===== src/rtl/adder_arb_pkg.sv =====
// Shared types and configuration for the adder-sharing arbiter.
// ID_W tracks ARB_NUM_REQ; a top-level NUM_REQ override must keep ARB_NUM_REQ in step.
package adder_arb_pkg;

  localparam int unsigned ARB_NUM_REQ   = 4;
  localparam int unsigned ARB_DATA_W    = 8;
  localparam int unsigned ARB_ADD_LAT   = 1;
  localparam int unsigned ARB_BURST_LEN = 4;

  localparam int unsigned ID_W = $clog2(ARB_NUM_REQ);

  typedef enum logic {
    IDLE  = 1'b0,
    BURST = 1'b1
  } arb_state_e;

  typedef struct packed {
    logic            vld;
    logic [ID_W-1:0] id;
  } tag_t;

  // Next requester index with wrap at n-1 -> 0 (n need not be a power of two).
  function automatic logic [ID_W-1:0] wrap_inc(input logic [ID_W-1:0] idx,
                                                input int unsigned     n);
    if (32'(idx) + 32'd1 >= n) begin
      return '0;
    end
    return ID_W'(32'(idx) + 32'd1);
  endfunction

endpackage


===== src/rtl/adder_share_arb_rr_picker.sv =====
// Round-robin picker: first asserted request at or above the pointer, with wrap.
// Purely combinational; grant is one-hot or zero.
module rr_picker #(
  parameter int unsigned NUM_REQ = 4,
  parameter int unsigned IDX_W   = $clog2(NUM_REQ)
) (
  input  logic [NUM_REQ-1:0] req_i,
  input  logic [IDX_W-1:0]   ptr_i,
  output logic [NUM_REQ-1:0] gnt_o,
  output logic [IDX_W-1:0]   idx_o,
  output logic               any_o
);

  int unsigned j;

  always_comb begin
    gnt_o = '0;
    idx_o = '0;
    any_o = 1'b0;
    j     = 0;
    for (int unsigned k = 0; k < NUM_REQ; k++) begin
      j = (32'(ptr_i) + k) % NUM_REQ;
      if (!any_o && req_i[IDX_W'(j)]) begin
        any_o               = 1'b1;
        gnt_o[IDX_W'(j)]    = 1'b1;
        idx_o               = IDX_W'(j);
      end
    end
  end

endmodule


===== src/rtl/adder_share_arb.sv =====
// Shares one adder between NUM_REQ requesters with round-robin burst arbitration,
// and returns each sum tagged with the requester that issued it.
module adder_share_arb
  import adder_arb_pkg::*;
#(
  parameter int unsigned NUM_REQ   = ARB_NUM_REQ,
  parameter int unsigned DATA_W    = ARB_DATA_W,
  parameter int unsigned ADD_LAT   = ARB_ADD_LAT,
  parameter int unsigned BURST_LEN = ARB_BURST_LEN
) (
  input  logic                        clk_i,
  input  logic                        reset_i,
  input  logic [NUM_REQ-1:0]          req_valid_i,
  output logic [NUM_REQ-1:0]          req_ready_o,
  input  logic [NUM_REQ*DATA_W-1:0]   req_a_i,
  input  logic [NUM_REQ*DATA_W-1:0]   req_b_i,
  output logic [DATA_W-1:0]           add_a_o,
  output logic [DATA_W-1:0]           add_b_o,
  input  logic [DATA_W-1:0]           add_x_i,
  output logic                        rsp_valid_o,
  output logic [$clog2(NUM_REQ)-1:0]  rsp_id_o,
  output logic [DATA_W-1:0]           rsp_data_o,
  output logic                        busy_o
);

  localparam int unsigned CNT_W = $clog2(BURST_LEN + 1);
  localparam int unsigned DEPTH = ADD_LAT + 1;

  arb_state_e       state_q, state_d;
  logic [ID_W-1:0]  ptr_q, ptr_d;
  logic [ID_W-1:0]  owner_q, owner_d;
  logic [CNT_W-1:0] cnt_q, cnt_d;
  logic [DATA_W-1:0] add_a_q, add_a_d;
  logic [DATA_W-1:0] add_b_q, add_b_d;
  tag_t [DEPTH-1:0] pipe_q;
  tag_t             tag_in;

  logic [NUM_REQ-1:0] pick_gnt;
  logic [ID_W-1:0]    pick_idx;
  logic               pick_any;
  logic [NUM_REQ-1:0] ready;
  logic [ID_W-1:0]    lane;
  logic               beat;

  rr_picker #(
    .NUM_REQ (NUM_REQ),
    .IDX_W   (ID_W)
  ) u_pick (
    .req_i (req_valid_i),
    .ptr_i (ptr_q),
    .gnt_o (pick_gnt),
    .idx_o (pick_idx),
    .any_o (pick_any)
  );

  // Grant: free pick in IDLE, owner-only in BURST, nothing while in reset.
  always_comb begin
    ready = '0;
    lane  = owner_q;
    if (!reset_i) begin
      if (state_q == IDLE) begin
        ready = pick_gnt;
        lane  = pick_idx;
      end else begin
        ready[owner_q] = 1'b1;
      end
    end
  end

  assign beat = (state_q == IDLE) ? (pick_any && !reset_i)
                                  : |(req_valid_i & ready);

  // Operand capture; hold last operands when no beat is accepted.
  always_comb begin
    add_a_d = add_a_q;
    add_b_d = add_b_q;
    if (beat) begin
      add_a_d = req_a_i[32'(lane)*DATA_W +: DATA_W];
      add_b_d = req_b_i[32'(lane)*DATA_W +: DATA_W];
    end
  end

  // Arbitration FSM: burst ends on the BURST_LEN-th beat or when the owner drops valid.
  always_comb begin
    state_d = state_q;
    ptr_d   = ptr_q;
    owner_d = owner_q;
    cnt_d   = cnt_q;
    case (state_q)
      IDLE: begin
        if (beat) begin
          owner_d = pick_idx;
          cnt_d   = CNT_W'(1);
          if (BURST_LEN > 32'd1) begin
            state_d = BURST;
          end else begin
            ptr_d = wrap_inc(pick_idx, NUM_REQ);
          end
        end
      end
      BURST: begin
        if (!req_valid_i[owner_q]) begin
          state_d = IDLE;
          ptr_d   = wrap_inc(owner_q, NUM_REQ);
        end else begin
          cnt_d = cnt_q + CNT_W'(1);
          if (cnt_q + CNT_W'(1) == CNT_W'(BURST_LEN)) begin
            state_d = IDLE;
            ptr_d   = wrap_inc(owner_q, NUM_REQ);
          end
        end
      end
      default: state_d = IDLE;
    endcase
  end

  always_comb begin
    tag_in     = '0;
    tag_in.vld = beat;
    tag_in.id  = lane;
  end

  always_ff @(posedge clk_i) begin
    if (reset_i) begin
      state_q <= IDLE;
      ptr_q   <= '0;
      owner_q <= '0;
      cnt_q   <= '0;
      add_a_q <= '0;
      add_b_q <= '0;
      pipe_q  <= '0;
    end else begin
      state_q <= state_d;
      ptr_q   <= ptr_d;
      owner_q <= owner_d;
      cnt_q   <= cnt_d;
      add_a_q <= add_a_d;
      add_b_q <= add_b_d;
      pipe_q  <= {pipe_q[DEPTH-2:0], tag_in};
    end
  end

  // Responses still in the pipe when reset is raised are never presented.
  always_comb begin
    busy_o = (state_q == BURST);
    for (int unsigned s = 0; s < DEPTH; s++) begin
      busy_o = busy_o | pipe_q[s].vld;
    end
  end

  assign req_ready_o = ready;
  assign add_a_o     = add_a_q;
  assign add_b_o     = add_b_q;
  assign rsp_valid_o = pipe_q[DEPTH-1].vld & ~reset_i;
  assign rsp_id_o    = pipe_q[DEPTH-1].id;
  assign rsp_data_o  = rsp_valid_o ? add_x_i : '0;

endmodule


===== config.mk =====
export PLATFORM = sky130hd
export DESIGN_NAME = adder_share_arb
export DESIGN_NICKNAME = d
export VERILOG_FILES = /design/src/rtl/adder_arb_pkg.sv /design/src/rtl/adder_share_arb_rr_picker.sv /design/src/rtl/adder_share_arb.sv
export SDC_FILE = /design/constraint.sdc
export NUM_CORES = 1
export LEC_CHECK = 0
export BUFFER_PORTS_ARGS = -buffer_cell sky130_fd_sc_hd__buf_4
export CAP_MARGIN = 20
export CORE_MARGIN = 2
export CORE_UTILIZATION = 44
export CTS_BUF_LIST = sky130_fd_sc_hd__clkbuf_8
export CTS_CLUSTER_DIAMETER = 200
export DETAILED_ROUTE_END_ITERATION = 10
export GPL_TIMING_DRIVEN = 1
export PLACE_DENSITY = 0.79
export SYNTH_ARGS = -nofsm -noshare
export SYNTH_HDL_FRONTEND = slang
export SYNTH_HIERARCHICAL = 1
export SYNTH_SLANG_ARGS = --single-unit

===== constraint.sdc =====
create_clock -name clk_i -period 3 [get_ports clk_i]
set_clock_uncertainty 0.05 [all_clocks]
set_input_delay 0 -clock clk_i [delete_from_list [all_inputs] [get_ports clk_i]]
set_output_delay 0 -clock clk_i [all_outputs]
set_load 0.005 [all_outputs]

# After elaboration in Yosys (flattened, before gate mapping)
# Cells that the tools add are included.
# W data, S select, Z words.
[op_classes] magnitude_cmp=11 n_eq_ne=4 n_bitwise=9 n_reduce_logical=17 n_addsub=5 muxes=57 shift=2
[ops] cell="$shiftx A32 B6 Y8" n=2
[ops] cell="$ge A32 B3 Y1 const B" n=1
[ops] cell="$mux W1" n=24
[ops] cell="$mux W2" n=12
[ops] cell="$mux W4" n=6
[ops] cell="$lt A2 B3 Y1 const B" n=5
[ops] cell="$or A4 B4 Y4" n=3
[ops] cell="$bmux W1 S2" n=5
[ops] cell="$demux W1 S2" n=5
[ops] cell="$ge A2 B1 Y1 const B" n=5
[ops] cell="$logic_and A1 B1 Y1" n=9
[ops] cell="$mux W8" n=1
[ops] cell="$mux W3" n=2
[ops] cell="$pmux W3 S2" n=1
[ops] cell="$reduce_and A2 Y1" n=3
[ops] cell="$add A2 B2 Y2 const B" n=2
[ops] cell="$and A4 B4 Y4" n=1
[ops] cell="$logic_not A1 Y1" n=4
[ops] cell="$reduce_or A4 Y1" n=1
[ops] cell="$add A2 B1 Y3 const B" n=1
[ops] cell="$add A3 B1 Y3 const B" n=1
[ops] cell="$eq A3 B3 Y1 const B" n=1
[ops] cell="$ne A3 B2 Y1 const B" n=1
[ops] cell="$add A2 B1 Y2 const B" n=1
[ops] cell="6 further kinds" n=8
[word_totals] in_bits=78 wordCells=115 reg_bits=30 output_inout_bits=32

# Logic depth before layout (Yosys ltp)
# Gate-level depths: netlist of run 1.
[depth] ltp_word=19 mapped_depth=15 mapped_depth_nobuf=11

# Hierarchy
# The synthesis of run 1 kept the hierarchy.
[by_module_without_submodules] mod="adder_share_arb" instances=1 cells_each=235 seq_area_each_um2=600.6 area_per_inst_um2=1928.1
[by_module_without_submodules] mod="rr_picker" instances=1 cells_each=45 seq_area_each_um2=0.0 area_per_inst_um2=419.2

# Least setup slack after synthesis of run 1
# OpenSTA, ideal clock, no wires.
[synth_timing] path_type="reg2reg" from="register ptr_q[0]" to="register add_a_q[4], in the netlist add_a_o[4]" path_buffers=3 setup_time_ps=72 setup_slack_ps=-7 stages_incl_launch_ff=14 required_time_ps=2878 period_less_slack_ps=3007 arrival_time_ps=2886 cell_sequence="dfxtp_1 -> buf_6 -> inv_1 -> ha_1 -> mux4_2 -> buf_6 -> nor4b_4 -> nor2_1 -> a32o_1 -> mux2i_1 -> buf_2 -> nand2_1 -> a32o_1 -> mux2i_1"
[synth_via] elab_cells_between_ends=61 cone_classes="3 x add/sub; 8 x order compare; 1 x shift; 33 x mux; 4 x bitwise; 12 x reduce/logical"
[synth_lines] element="start, declared" line="adder_share_arb.sv:30" text="logic [ID_W-1:0] ptr_q, ptr_d;"
[synth_lines] element="start signal, assigned" line="adder_share_arb.sv:134" text="ptr_q <= ptr_d;"
[synth_lines] element="branches (longest 11 deep; another with $add A2 B1 Y2)"
[synth_lines] element="$mux W2 *" line="adder_share_arb_rr_picker.sv:23" text="if (!any_o && req_i[IDX_W'(j)]) begin"
[synth_lines] element="named net pick_idx[1]" line="adder_share_arb.sv:39" text="logic [ID_W-1:0] pick_idx;"
[synth_lines] element="$mux W2 *" line="adder_share_arb.sv:61" text="if (state_q == IDLE) begin"
[synth_lines] element="$mux W2 *" line="adder_share_arb.sv:60" text="if (!reset_i) begin"
[synth_lines] element="$shiftx A32 B6 Y8 *" line="adder_share_arb.sv:78" text="add_a_d = req_a_i[32'(lane)*DATA_W +: DATA_W];"
[synth_lines] element="end signal, assigned" line="adder_share_arb.sv:129" text="add_a_q <= '0;"
[synth_lines] element="end signal, assigned" line="adder_share_arb.sv:137" text="add_a_q <= add_a_d;"
[synth_lines] element="end, declared" line="adder_share_arb.sv:33" text="logic [DATA_W-1:0] add_a_q, add_a_d;"
# Mark *: on every way through the listed nets, which the timed path passes. The select of a mux whose other input is x is not followed.
# A chain may end at the register's enable or synchronous reset.

# Worst setup path after layout of run 1
[layout_timing] from="register ptr_q[0]" to="register add_b_q[3], in the netlist add_b_o[3]"
[layout_via] elab_chain_len=17 elab_cells_between_ends=61 cone_classes="3 x add/sub; 8 x order compare; 1 x shift; 33 x mux; 4 x bitwise; 12 x reduce/logical"
[layout_lines] element="branches (longest 11 deep; another with $lt A2 B3 Y1)"
[layout_lines] element="$mux W4 *" line="adder_share_arb_rr_picker.sv:23"
[layout_lines] element="named net pick_gnt[2]" line="adder_share_arb.sv:38" text="logic [NUM_REQ-1:0] pick_gnt;"
[layout_lines] element="$mux W4 *" line="adder_share_arb.sv:61"
[layout_lines] element="$mux W4 *" line="adder_share_arb.sv:60"
[layout_lines] element="$and A4 B4 Y4 *" line="adder_share_arb.sv:71" text=": |(req_valid_i & ready);"
[layout_lines] element="$reduce_or A4 Y1 *" line="adder_share_arb.sv:71"
[layout_lines] element="$mux W1 *" line="adder_share_arb.sv:70" text="assign beat = (state_q == IDLE) ? (pick_any && !reset_i)"
[layout_lines] element="end signal, assigned" line="adder_share_arb.sv:130" text="add_b_q <= '0;"
[layout_lines] element="end signal, assigned" line="adder_share_arb.sv:138" text="add_b_q <= add_b_d;"
[layout_lines] element="end, declared" line="adder_share_arb.sv:34" text="logic [DATA_W-1:0] add_b_q, add_b_d;"
# Marked as above.

==> key figures, run 1 <==
Critical path
  • Critical path data arrival time: between 3000 and 4000 ps
  • FF-to-FF path depth: 12
  • Crit path buf inv count: 3
  • CP peak stage delay: 530 ps
  • Startpoint types: flop
  • Worst R2R End: add_b_o[3]$_SDFFE_PP0P_
  • Worst R2R Start: ptr_q[0]$_SDFFE_PP0P_
  • Largest fanout on the critical path: 8
  • Critical path cell sequence: buf_6, mux4_2, nor4b_4, buf_4, a22oi_2, o21ai_1, mux2i_1, o32ai_1, a221o_1, a21boi_4, clkbuf_16, mux2i_1
  • Critical path capture point: add_b_o[3]$_SDFFE_PP0P_
  • Cell family with most CP delay: compound AO/OA/AOI/OAI gates
  • Reg-to-reg slack, setup: 6 ps
  • Critical Path Start: ptr_q[0]$_SDFFE_PP0P_
  • Worst path required time: between 3000 and 4000 ps
  • Crit Path Class: reg -> reg
  • Stages on worst setup path: 12
  • Critical Path End Type: flop
  • CP max-delay cell: mux4_2
  • Crit path top cell by count: mux2i_1

Detailed routing
  • M1 WL: 2.88 mm
  • DR pass1 iterations: 4
  • WL final: a little over 7 mm
  • Post-route ant nets: 0
  • Drc violations: 0
  • Highest Signal Layer: met4
  • DR WL/cell: 15.1 um
  • DR iter-0 viols: about 160
  • Routed vias/inst: 5.37
  • Metal2 WL: approximately 3.6 mm
  • Via count: 2523
  • DR WL met3: 466 um

Timing
  • Minimum clock period: roughly 3000 ps
  • RSZ-0062 raised after global routing: true
  • Setup_tns: 0 ps
  • Slew margin rel.: 0.584
  • Fmax: 0.334 GHz
  • Final period utilization: 0.998
  • Worst-margin pin slew: around 620 ps
  • Final hold slack: 46.6 ps
  • Final Setup Violations: 0
  • Slew Viols, Final: 0
  • Worst setup margin: 5.93 ps
  • Final Hold Fails: 0

Final layout
  • Area delta synth->final: 50.7%
  • Commonest non-fill, non-tap cell in the layout: buf_4
  • Ant diodes: 0
  • Flip-flop and latch area: 606 um2
  • Multi-input logic area: 1620 um2
  • Most frequent cells in the layout: 126 x buf_4, 57 x nand2_1, 28 x dfxtp_1
  • Final core utilization: 0.688
  • Final nets: approximately 490
  • Fillers: 437
  • Share of layout cells above drive strength 1: 0.418
  • Final instance area: 3540 um2

Pwr
  • Clk network pwr share: 0.121
  • Switching share of power: 0.390
  • Switch Pwr: 0.00106 W
  • Comb pwr share: 0.633
  • Power Density: between 700 and 800 nW/um2
  • Worst vdd ir: 499 uV
  • Static leakage: 1.75 nW
  • Int Pwr: 0.00166 W
  • Part of the power in registers: 0.246

Floorplanning
  • Die W: 77.0 um
  • Top Ports: 110
  • Core Region: just over 5000 um2
  • Die area: 5940 um2
  • Row Count: 26
  • Starting Density: 0.457
  • Die H: 77.0 um

Place
  • Setup slack at placement: -20.0 ps
  • I/O Buffers: 109
  • DPL Wire Length: 5.09 mm
  • Final GP Congestion: 0.949
  • Placed cell areas: 3260 um2

Clock tree
  • CTS tree: built
  • Clk Tree Root Cell: clkbuf_8
  • Hold_buf cts: 0
  • Maximum clock path buffer count: 2
  • CTS Buf Count: 5
  • Worst-path clk slew: 70 ps
  • CTS H-tree depth: 2
  • Clock Latency Late Sink: 270 ps
  • CTS sink cnt: 30

Hold path
  • HP Class: in -> reg

Synth
  • Seq cells post-synth: 30
  • Ys flop type: dfxtp_1
  • Post-synthesis sequential area ratio: 0.256
  • Asr flop ratio synth: 0
  • Syn nets: between 300 and 400
  • Cell Area, Synth: 2350 um2
  • Synthesized instance count: 280
  • EDFF count, synth: 0
  • Synth cell types: 38
  • Syn avg cell area: around 8.4 um2
  • Syn. warnings: 6

Global routing
  • Initial antenna violation count: 0
  • Global Route Usage Sum: 0.230
  • Largest net degree at the start of global routing: 38
  • Vias in the first global route: 2380
  • Total gr overflow: 0
  • First-pass GRT wire length: 11.1 mm

Run status
  • Status: completed

Run
  • Max-Cap Viols: 0
## sequential cells by signal (all words and copies together) (netlist names)
register and cells:
add_a_o 8, add_b_o 8, pipe_q 4, cnt_q 3
owner_q 2, ptr_q 2, rsp_id_o 2, state_q 1
## tightest hold or removal path: stages
cell,delay [ps]
buf_4,110
nand2_1,50
a32o_1,110
mux2i_1,60
## metal layers
metal | global-route usage | vias up
met5 | 0 | -
met4 | 0.0768 | 0
met3 | 0.0600 | 14
met2 | 0.386 | 98
met1 | 0.285 | 1183
li1 | - | 1228
## worst min path at each step
stage / startpoint / to / cells after the start
detailed placement: add_x_i[1] / rsp_data_o[1] / 3
global placement: add_x_i[1] / rsp_data_o[1] / 3
global route: req_a_i[11] / add_a_o[3]$_SDFFE_PP0P_ / 4
floorplan: add_x_i[0] / rsp_data_o[0] / 1
CTS: req_a_i[12] / add_a_o[4]$_SDFFE_PP0P_ / 4
finish: req_a_i[12] / add_a_o[4]$_SDFFE_PP0P_ / 4
## metrics by stage
| stage | total power (W) | instances |
|---|---|---|
| CTS | 0.00261 | 461 |
| global route | 0.00293 | 470 |
| floorplan | 0.00165 | 280 |
| finish | 0.00273 | 470 |
| detailed placement | 0.00220 | 450 |
| global placement | 0.00215 | 450 |
## what timing repair did
action | in CTS | in global routing
endpoints found under the setup margin | 16 | 17
pin swaps | 1 | 7
cloned | 1 | 1
setup buffers | 2 | 8
resized for setup | 6 | 19
## power groups by stage
stage	sequential [W]	combinational (W)	clock [W]
after floorplan	0.000642	0.00101	0
after global placement	0.000661	0.00149	0
after detailed placement	0.000664	0.00154	0
after CTS	0.000662	0.00161	0.000333
after global routing	0.000688	0.00188	0.000363
final	0.000670	0.00173	0.000330
## cell type report
class                      instances  share of cell area
clock buffer                       6              0.0233
inverter                           9              0.0103
tap                               70              0.0248
timing repair buffer             134               0.311
clock inverter                     2             0.00248
sequential                        30               0.171
multi-input combinational        219               0.457
## kinds of logic after synthesis
| family | Yosys count | synth area share |
|---|---|---|
| XOR/XNOR | 1 | 0.00373 |
| flip-flops | 30 | 0.256 |
| AO/OA/AOI/OAI | 61 | 0.189 |
| AND/OR/NAND/NOR | 111 | 0.233 |
| buffers and inverters | 31 | 0.0773 |
| multiplexers | 34 | 0.176 |
| adder cells (fa/ha/maj) | 12 | 0.0640 |
## cells in the mapped netlist, drive strengths merged, types with 2 or more instances
cell	number	area [um2]
or3	2	12.5
nand3b	2	15.0
mux2i	26	260
mux2	3	33.8
and2	8	50.1
inv	9	33.8
ha	12	150
a32o	17	170
nand3	3	15.0
o21ai	6	30.0
buf	16	125
dfxtp	30	601
nand2	57	214
nand2b	19	119
clkbuf	6	22.5
nor2b	4	25.0
a22oi	8	60.1
a21oi	22	110
nor2	11	48.8
nor3	2	10.0
mux4	5	120
Power figures use the tool's default switching activity.
==> run 2, diff against run 1 <==
--- a/config.mk
+++ b/config.mk
@@ -8,7 +8,7 @@
 export BUFFER_PORTS_ARGS = -buffer_cell sky130_fd_sc_hd__buf_4
 export CAP_MARGIN = 20
 export CORE_MARGIN = 2
-export CORE_UTILIZATION = 44
+export CORE_UTILIZATION = 45
 export CTS_BUF_LIST = sky130_fd_sc_hd__clkbuf_8
 export CTS_CLUSTER_DIAMETER = 200
 export DETAILED_ROUTE_END_ITERATION = 10
@@ -16,5 +16,4 @@
 export PLACE_DENSITY = 0.79
 export SYNTH_ARGS = -nofsm -noshare
 export SYNTH_HDL_FRONTEND = slang
-export SYNTH_HIERARCHICAL = 1
 export SYNTH_SLANG_ARGS = --single-unit
==> key figures, run 2 <==
Run status
  • Status: completed

Clock tree
  • Maximum clock path buffer count: 2 (unchanged)
  • CTS sink cnt: 30 (unchanged)
  • Clock Latency Late Sink: 280 ps (about the same)
  • Clk Tree Root Cell: clkbuf_8
  • CTS H-tree depth: 2 (unchanged)
  • Worst-path clk slew: 70 ps (about the same)
  • CTS tree: built
  • CTS Buf Count: 5 (unchanged)

Place
  • I/O Buffers: 109 (unchanged)
  • Placed cell areas: 3540 um2 (+8.6%)
  • DPL Wire Length: 6.21 mm (+22%)
  • Final GP Congestion: 0.851 (-10%)
  • Setup slack at placement: 51.3 ps (+71.4 ps)

Final layout
  • Area delta synth->final: 40.5%
  • Final nets: 521 (+6.5%)
  • Commonest non-fill, non-tap cell in the layout: buf_4
  • Ant diodes: 0 (unchanged)
  • Final instance area: 3670 um2 (+3.9%)
  • Share of layout cells above drive strength 1: 0.365 (-0.0524)
  • Most frequent cells in the layout: 125 x buf_4, 64 x a211oi_1, 38 x inv_1

Global routing
  • Total gr overflow: 0 (unchanged)
  • Largest net degree at the start of global routing: 34 (-11%)
  • Global Route Usage Sum: 0.255 (+0.0250)
  • Initial antenna violation count: 0 (unchanged)
  • Vias in the first global route: 2762 (+16%)
  • First-pass GRT wire length: 13.0 mm (+17%)

Synth
  • Cell Area, Synth: 2620 um2 (+11%)
  • Asr flop ratio synth: 0 (unchanged)
  • Most frequent cell after synthesis: a211oi_1
  • Ys flop type: dfxtp_1
  • EDFF count, synth: 0 (unchanged)
  • Synthesized instance count: 326 (+16%)
  • Synth cell types: 45 (+18%)
  • Syn nets: 418 (+13%)
  • Cell accounting for the most synthesized area: dfxtp_1
  • Share of the synthesized area in the top cell type: 0.230 (-0.0262)
  • Top post-synthesis cells by area: dfxtp_1 23%, a211oi_1 19%, ha_1 6.7%
  • Seq cells post-synth: 30 (unchanged)
  • Syn. warnings: 0 (-6)
  • Post-synthesis sequential area ratio: 0.230 (-0.0262)
  • Syn avg cell area: 8.02 um2 (-4.3%)
  • Synth top cells by count: 65 x a211oi_1, 39 x inv_1, 30 x dfxtp_1

Floorplanning
  • Starting Density: 0.469 (+0.0125)
  • Die H: 80.2 um (+4.1%)
  • Core Region: 5570 um2 (+8.4%)
  • Die W: 80.2 um (+4.1%)
  • Die area: 6440 um2 (+8.5%)
  • Top Ports: 110 (unchanged)
  • Row Count: 27 (+3.8%)

Critical path
  • Reg-to-reg slack, setup: 120 ps (+110 ps)
  • Critical Path End Type: flop
  • Critical path cell sequence: inv_2, ha_4, mux4_2, nor4b_4, a21o_1, buf_4, a211oi_1, a211oi_1, o31ai_1
  • Critical path data arrival time: 2990 ps (-160 ps)
  • Crit Path Class: reg -> reg
  • Worst R2R End: add_a_o[5]$_SDFFE_PP0P_
  • FF-to-FF path depth: 9 (-3)
  • Crit path top cell by count: a211oi_1
  • CP peak stage delay: 560 ps (+30 ps)
  • Worst R2R Start: ptr_q[0]$_SDFFE_PP0P_
  • Largest fanout on the critical path: 14 (+6)
  • Worst path required time: 3110 ps (-50 ps)
  • CP max-delay cell: mux4_2
  • Startpoint types: flop

Pwr
  • Worst vdd ir: 366 uV (-27%)
  • Power Density: 632 nW/um2 (-18%)
  • Static leakage: 1.67 nW (-4.5%)
  • Tot Pwr: 0.00232 W (-15%)

Timing
  • Final period utilization: 0.961 (-0.0366)
  • Worst-margin pin slew: 668 ps (+45.4 ps)
  • Slew margin rel.: 0.554 (-0.0301)
  • Final Setup Violations: 0 (unchanged)
  • Minimum clock period: 2880 ps (-110 ps)
  • Worst setup margin: 116 ps (+110 ps)
  • RSZ-0062 raised after global routing: false
  • Fmax: 0.347 GHz (+3.8%)
  • Slew Viols, Final: 0 (unchanged)
  • Final Hold Fails: 0 (unchanged)
  • Final hold slack: 6.79 ps (-39.8 ps)

Detailed routing
  • Routed vias/inst: 5.83 (+8.7%)
  • Via count: 2929 (+16%)
  • DR pass1 iterations: 4 (unchanged)
  • DR iter-0 viols: 191 (+23%)
  • DR WL/cell: 16.4 um (+8.8%)
  • Post-route ant nets: 0 (unchanged)
  • WL final: 8.25 mm (+16%)
  • Drc violations: 0 (unchanged)

Hold path
  • Hold depth: 3 (-1)
  • HP Class: in -> reg
  • Hold_sp: req_b_i[25]
  • WHS Endpoint: add_b_o[1]$_SDFFE_PP0P_

Run
  • Max-Cap Viols: 0 (unchanged)
-- run 2: changes by cell type in the layout (fill, tap and decap cells not counted), sizes merged, moves of 3 or more --
cell,previous run,this run
a211oi,0,65
nand2,57,11
inv,10,40
mux2i,26,2
nand2b,19,1
nor2b,4,22
nand4,0,17
a32o,17,2
o31ai,1,16
a21oi,22,10
a22oi,8,2
buf,132,127
o21a,0,4
clkbuf,8,5
-- run 2: per-stage QoR --
stage | std cells | utilization | TNS, ps
finish | 502 | 0.659 | 0
global route | 502 | 0.659 | 0
CTS | 501 | 0.657 | 0
detailed placement | 492 | 0.635 | 0
global placement | 492 | 0.635 | 0
floorplan | 326 | - | -105
-- run 2: cell type report --
type                       count  area (um2)
tap                           72        90.1
timing repair buffer         128         988
clock inverter                 3        40.0
inverter                      40         150
fill                         459        1900
multi-input combinational    224        1730
sequential                    30         606
clock buffer                   5        68.8
-- run 2: kinds of logic (layout without fill, tap and decap cells) --
family	Yosys count	in the layout	share of synthesized area
simple gates	80	80	0.176
flops	30	30	0.230
mux	9	9	0.0593
xor+xnor	1	1	0.00335
fa+ha+maj	14	14	0.0670
compound gates	120	120	0.346
buf+inv	72	176	0.119
-- run 2: where the power goes --
part / switching [W] / internal (W)
logic: 0.000636 / 0.000629
registers: 0.000106 / 0.000542
clock network: 0.000164 / 0.000244
-- run 2: how the worst max path moves through the flow --
stage / from / endpoint / slack, ps
2_1_floorplan: ptr_q[0]$_SDFFE_PP0P_ / add_a_o[4]$_SDFFE_PP0P_ / -9
3_3_place_gp: ptr_q[0]$_SDFFE_PP0P_ / add_a_o[1]$_SDFFE_PP0P_ / 140
3_5_place_dp: ptr_q[0]$_SDFFE_PP0P_ / add_a_o[2]$_SDFFE_PP0P_ / 50
4_1_cts: ptr_q[0]$_SDFFE_PP0P_ / add_a_o[2]$_SDFFE_PP0P_ / 50
5_1_grt: ptr_q[0]$_SDFFE_PP0P_ / add_a_o[3]$_SDFFE_PP0P_ / 10
6_report: ptr_q[0]$_SDFFE_PP0P_ / add_a_o[5]$_SDFFE_PP0P_ / 120
-- run 2: timing repair --
item,in CTS,in global routing
endpoints found under the setup margin,0,16
hold buffers,1,0
endpoints found under the hold margin,1,0
setup buffers,0,1
gates resized for setup,0,2
-- run 2: per-layer routing --
| metal | vias to the layer above | track usage | part of all wire | routed length, um |
|---|---|---|---|---|
| met3 | 13 | 0.0472 | 0.074 | 614 |
| met2 | 129 | 0.445 | 0.51 | 4200 |
| met5 | - | 0 | 0 | 0 |
| met1 | 1373 | 0.318 | 0.40 | 3330 |
| li1 | 1414 | - | - | - |
| met4 | 0 | 0.0712 | 0.013 | 110 |
-- run 2: critical path: cells and delay by family, from the launching register on --
family / cells / cell delay [ps]
AOI/OAI and AO/OA: 4 / 790
adders and majority gates: 1 / 300
buffers and inverters: 2 / 300
DFF: 1 / 350
muxes: 1 / 560
and+or+nand+nor: 1 / 410
==> run 3, diff against run 2 <==
--- a/config.mk
+++ b/config.mk
@@ -8,12 +8,11 @@
 export BUFFER_PORTS_ARGS = -buffer_cell sky130_fd_sc_hd__buf_4
 export CAP_MARGIN = 20
 export CORE_MARGIN = 2
-export CORE_UTILIZATION = 45
+export CORE_UTILIZATION = 29
 export CTS_BUF_LIST = sky130_fd_sc_hd__clkbuf_8
 export CTS_CLUSTER_DIAMETER = 200
 export DETAILED_ROUTE_END_ITERATION = 10
 export GPL_TIMING_DRIVEN = 1
-export PLACE_DENSITY = 0.79
 export SYNTH_ARGS = -nofsm -noshare
 export SYNTH_HDL_FRONTEND = slang
 export SYNTH_SLANG_ARGS = --single-unit
==> key figures, run 3 (same netlist as run 2, synthesis figures left out) <==
Run status
  • Status: completed

Clock tree
  • CTS sink cnt: 30 (unchanged)
  • CTS H-tree depth: 2 (unchanged)
  • Worst-path clk slew: 70 ps (about the same)
  • Clock Latency Late Sink: 280 ps (about the same)
  • CTS Buf Count: 5 (unchanged)
  • Maximum clock path buffer count: 2 (unchanged)
  • Clk Tree Root Cell: clkbuf_8
  • CTS tree: built

Final layout
  • Final core utilization: 0.429 (-0.230)
  • Final non-filler cell total: 540 (+7.6%)
  • Most frequent cells in the layout: 128 x buf_4, 56 x a211oi_1, 38 x inv_1
  • Share of layout cells above drive strength 1: 0.387 (+0.0215)
  • Commonest non-fill, non-tap cell in the layout: buf_4
  • Ant diodes: 0 (unchanged)
  • Final nets: 523 (+0.38%)
  • Area delta synth->final: 43.2%

Global routing
  • Total gr overflow: 0 (unchanged)
  • Largest net degree at the start of global routing: 32 (-5.9%)
  • Initial antenna violation count: 0 (unchanged)
  • Vias in the first global route: 2646 (-4.2%)
  • First-pass GRT wire length: 13.4 mm (+3.5%)
  • Global Route Usage Sum: 0.167 (-0.0875)

Pwr
  • Power Density: 604 nW/um2 (-4.3%)
  • Worst vdd ir: 203 uV (-45%)
  • Static leakage: 1.67 nW (about the same)
  • Int Pwr: 0.00135 W (-4.3%)
  • Switch Pwr: 0.000909 W (+0.47%)
  • Part of the power in registers: 0.286 (+0.007)
  • Switching share of power: 0.402 (+0.0116)
  • Comb pwr share: 0.562 (+0.017)
  • Clk network pwr share: 0.152 (-0.024)

Critical path
  • Crit Path Class: reg -> reg
  • Largest fanout on the critical path: 19 (+5)
  • Critical path data arrival time: 3040 ps (+50 ps)
  • Critical Path End Type: flop
  • Reg-to-reg slack, setup: 80 ps (-40 ps)
  • Worst path required time: 3120 ps (about the same)
  • Startpoint types: flop

Floorplanning
  • Die H: 99.0 um (+23%)
  • Top Ports: 110 (unchanged)
  • Row Count: 34 (+26%)
  • Core Region: 8720 um2 (+56%)
  • Die W: 99.0 um (+23%)
  • Die area: 9790 um2 (+52%)
  • Starting Density: 0.300 (-0.169)

Detailed routing
  • DR pass1 iterations: 4 (unchanged)
  • Post-route ant nets: 0 (unchanged)
  • DR iter-0 viols: 146 (-24%)
  • DR WL/cell: 15.5 um (-5.5%)
  • Drc violations: 0 (unchanged)
  • WL final: 8.39 mm (+1.7%)
  • Via count: 2853 (-2.6%)
  • Routed vias/inst: 5.28 (-9.4%)

Timing
  • Minimum clock period: 2920 ps (+37.3 ps)
  • Slew margin rel.: 0.708 (+0.154)
  • RSZ-0062 raised after global routing: true
  • Slew Viols, Final: 0 (unchanged)
  • Final period utilization: 0.974 (+0.0124)
  • Fmax: 0.342 GHz (-1.3%)
  • Worst-margin pin slew: 436 ps (-232 ps)
  • Setup_tns: 0 ps (unchanged)
  • Final Hold Fails: 0 (unchanged)
  • Worst setup margin: 78.5 ps (-37.3 ps)
  • Final Setup Violations: 0 (unchanged)

Place
  • Final GP Congestion: 0.875 (+2.8%)
  • I/O Buffers: 109 (unchanged)
  • DP Cell Count: 529 (+7.5%)
  • DPL Wire Length: 6.39 mm (+2.9%)
  • Setup slack at placement: -11.0 ps (-62.3 ps)

Run
  • Max-Cap Viols: 0 (unchanged)

Hold path
  • HP Class: in -> reg
==> run 3: cell types whose count changed in the layout (fill, tap and decap cells not counted), moves of 2 or more <==
| cell | delta |
|---|---|
| a211oi_1 | -8 |
| buf_4 | +3 |
| buf_12 | -2 |
| a211oi_2 | +8 |
==> run 3: critical path, cell delays in order (launching register included) <==
cell      delay (ps)
dfxtp_4          390
inv_2             80
ha_4             300
mux4_2           550
or3_4            400
o21a_1           220
a21o_1           170
buf_4            210
a211oi_1         320
o31ai_1          110
==> run 3: final timing paths <==
check / startpoint / to / depth (start not counted)
hold / removal: req_b_i[31] / add_b_o[7]$_SDFFE_PP0P_ / 3
setup reg to reg: ptr_q[0]$_SDFFE_PP0P_ / add_a_o[0]$_SDFFE_PP0P_ / 9
hold reg to reg: pipe_q[0]$_SDFF_PP0_ / rsp_id_o[0]$_SDFF_PP0_ / 1
setup / recovery: ptr_q[0]$_SDFFE_PP0P_ / add_a_o[0]$_SDFFE_PP0P_ / 9
==> run 3: cell type report <==
class / instances / area (um2)
fillers: 870 / 4980
repair buffers: 130 / 981
well taps: 108 / 135
inverters: 40 / 150
flip-flops and latches: 30 / 606
clock buffers: 6 / 82.6
clock inverters: 2 / 12.5
multi-input cells: 224 / 1780
==> run 3: through the flow <==
stage               power [W]  cell area, um2  hold WS [ps]
CTS                   0.00225            3680         0.258
finish                0.00226            3740          1.37
global route          0.00244            3740          14.3
detailed placement    0.00190            3570           225
global placement      0.00188            3570           225
floorplan             0.00139            2640          60.3
==> run 3: repair_timing <==
action                                  CTS  global route
hold endpoints to repair                  2             0
hold buffers                              2             0
pin swaps                                 0             1
buffers inserted                          0             1
endpoints found under the setup margin   16            16
resized for setup                         1            11
cloned                                    0             0
==> run 3: routing by layer <==
metal / vias up / share of wire / GRT usage / routed length (um)
li1: 1417 / - / - / -
met1: 1344 / 0.44 / 0.217 / 3710
met2: 85 / 0.50 / 0.283 / 4170
met3: 7 / 0.051 / 0.0348 / 428
met4: 0 / 0.0091 / 0.0411 / 76
met5: - / 0 / 0 / 0
==> run 3: power by group through the flow <==
stage / logic, W / clock network (W) / registers [W]
floorplan: 0.000761 / 0 / 0.000628
finish: 0.00127 / 0.000343 / 0.000647
detailed placement: 0.00124 / 0 / 0.000655
global route: 0.00140 / 0.000376 / 0.000666
CTS: 0.00125 / 0.000351 / 0.000648
global placement: 0.00123 / 0 / 0.000656
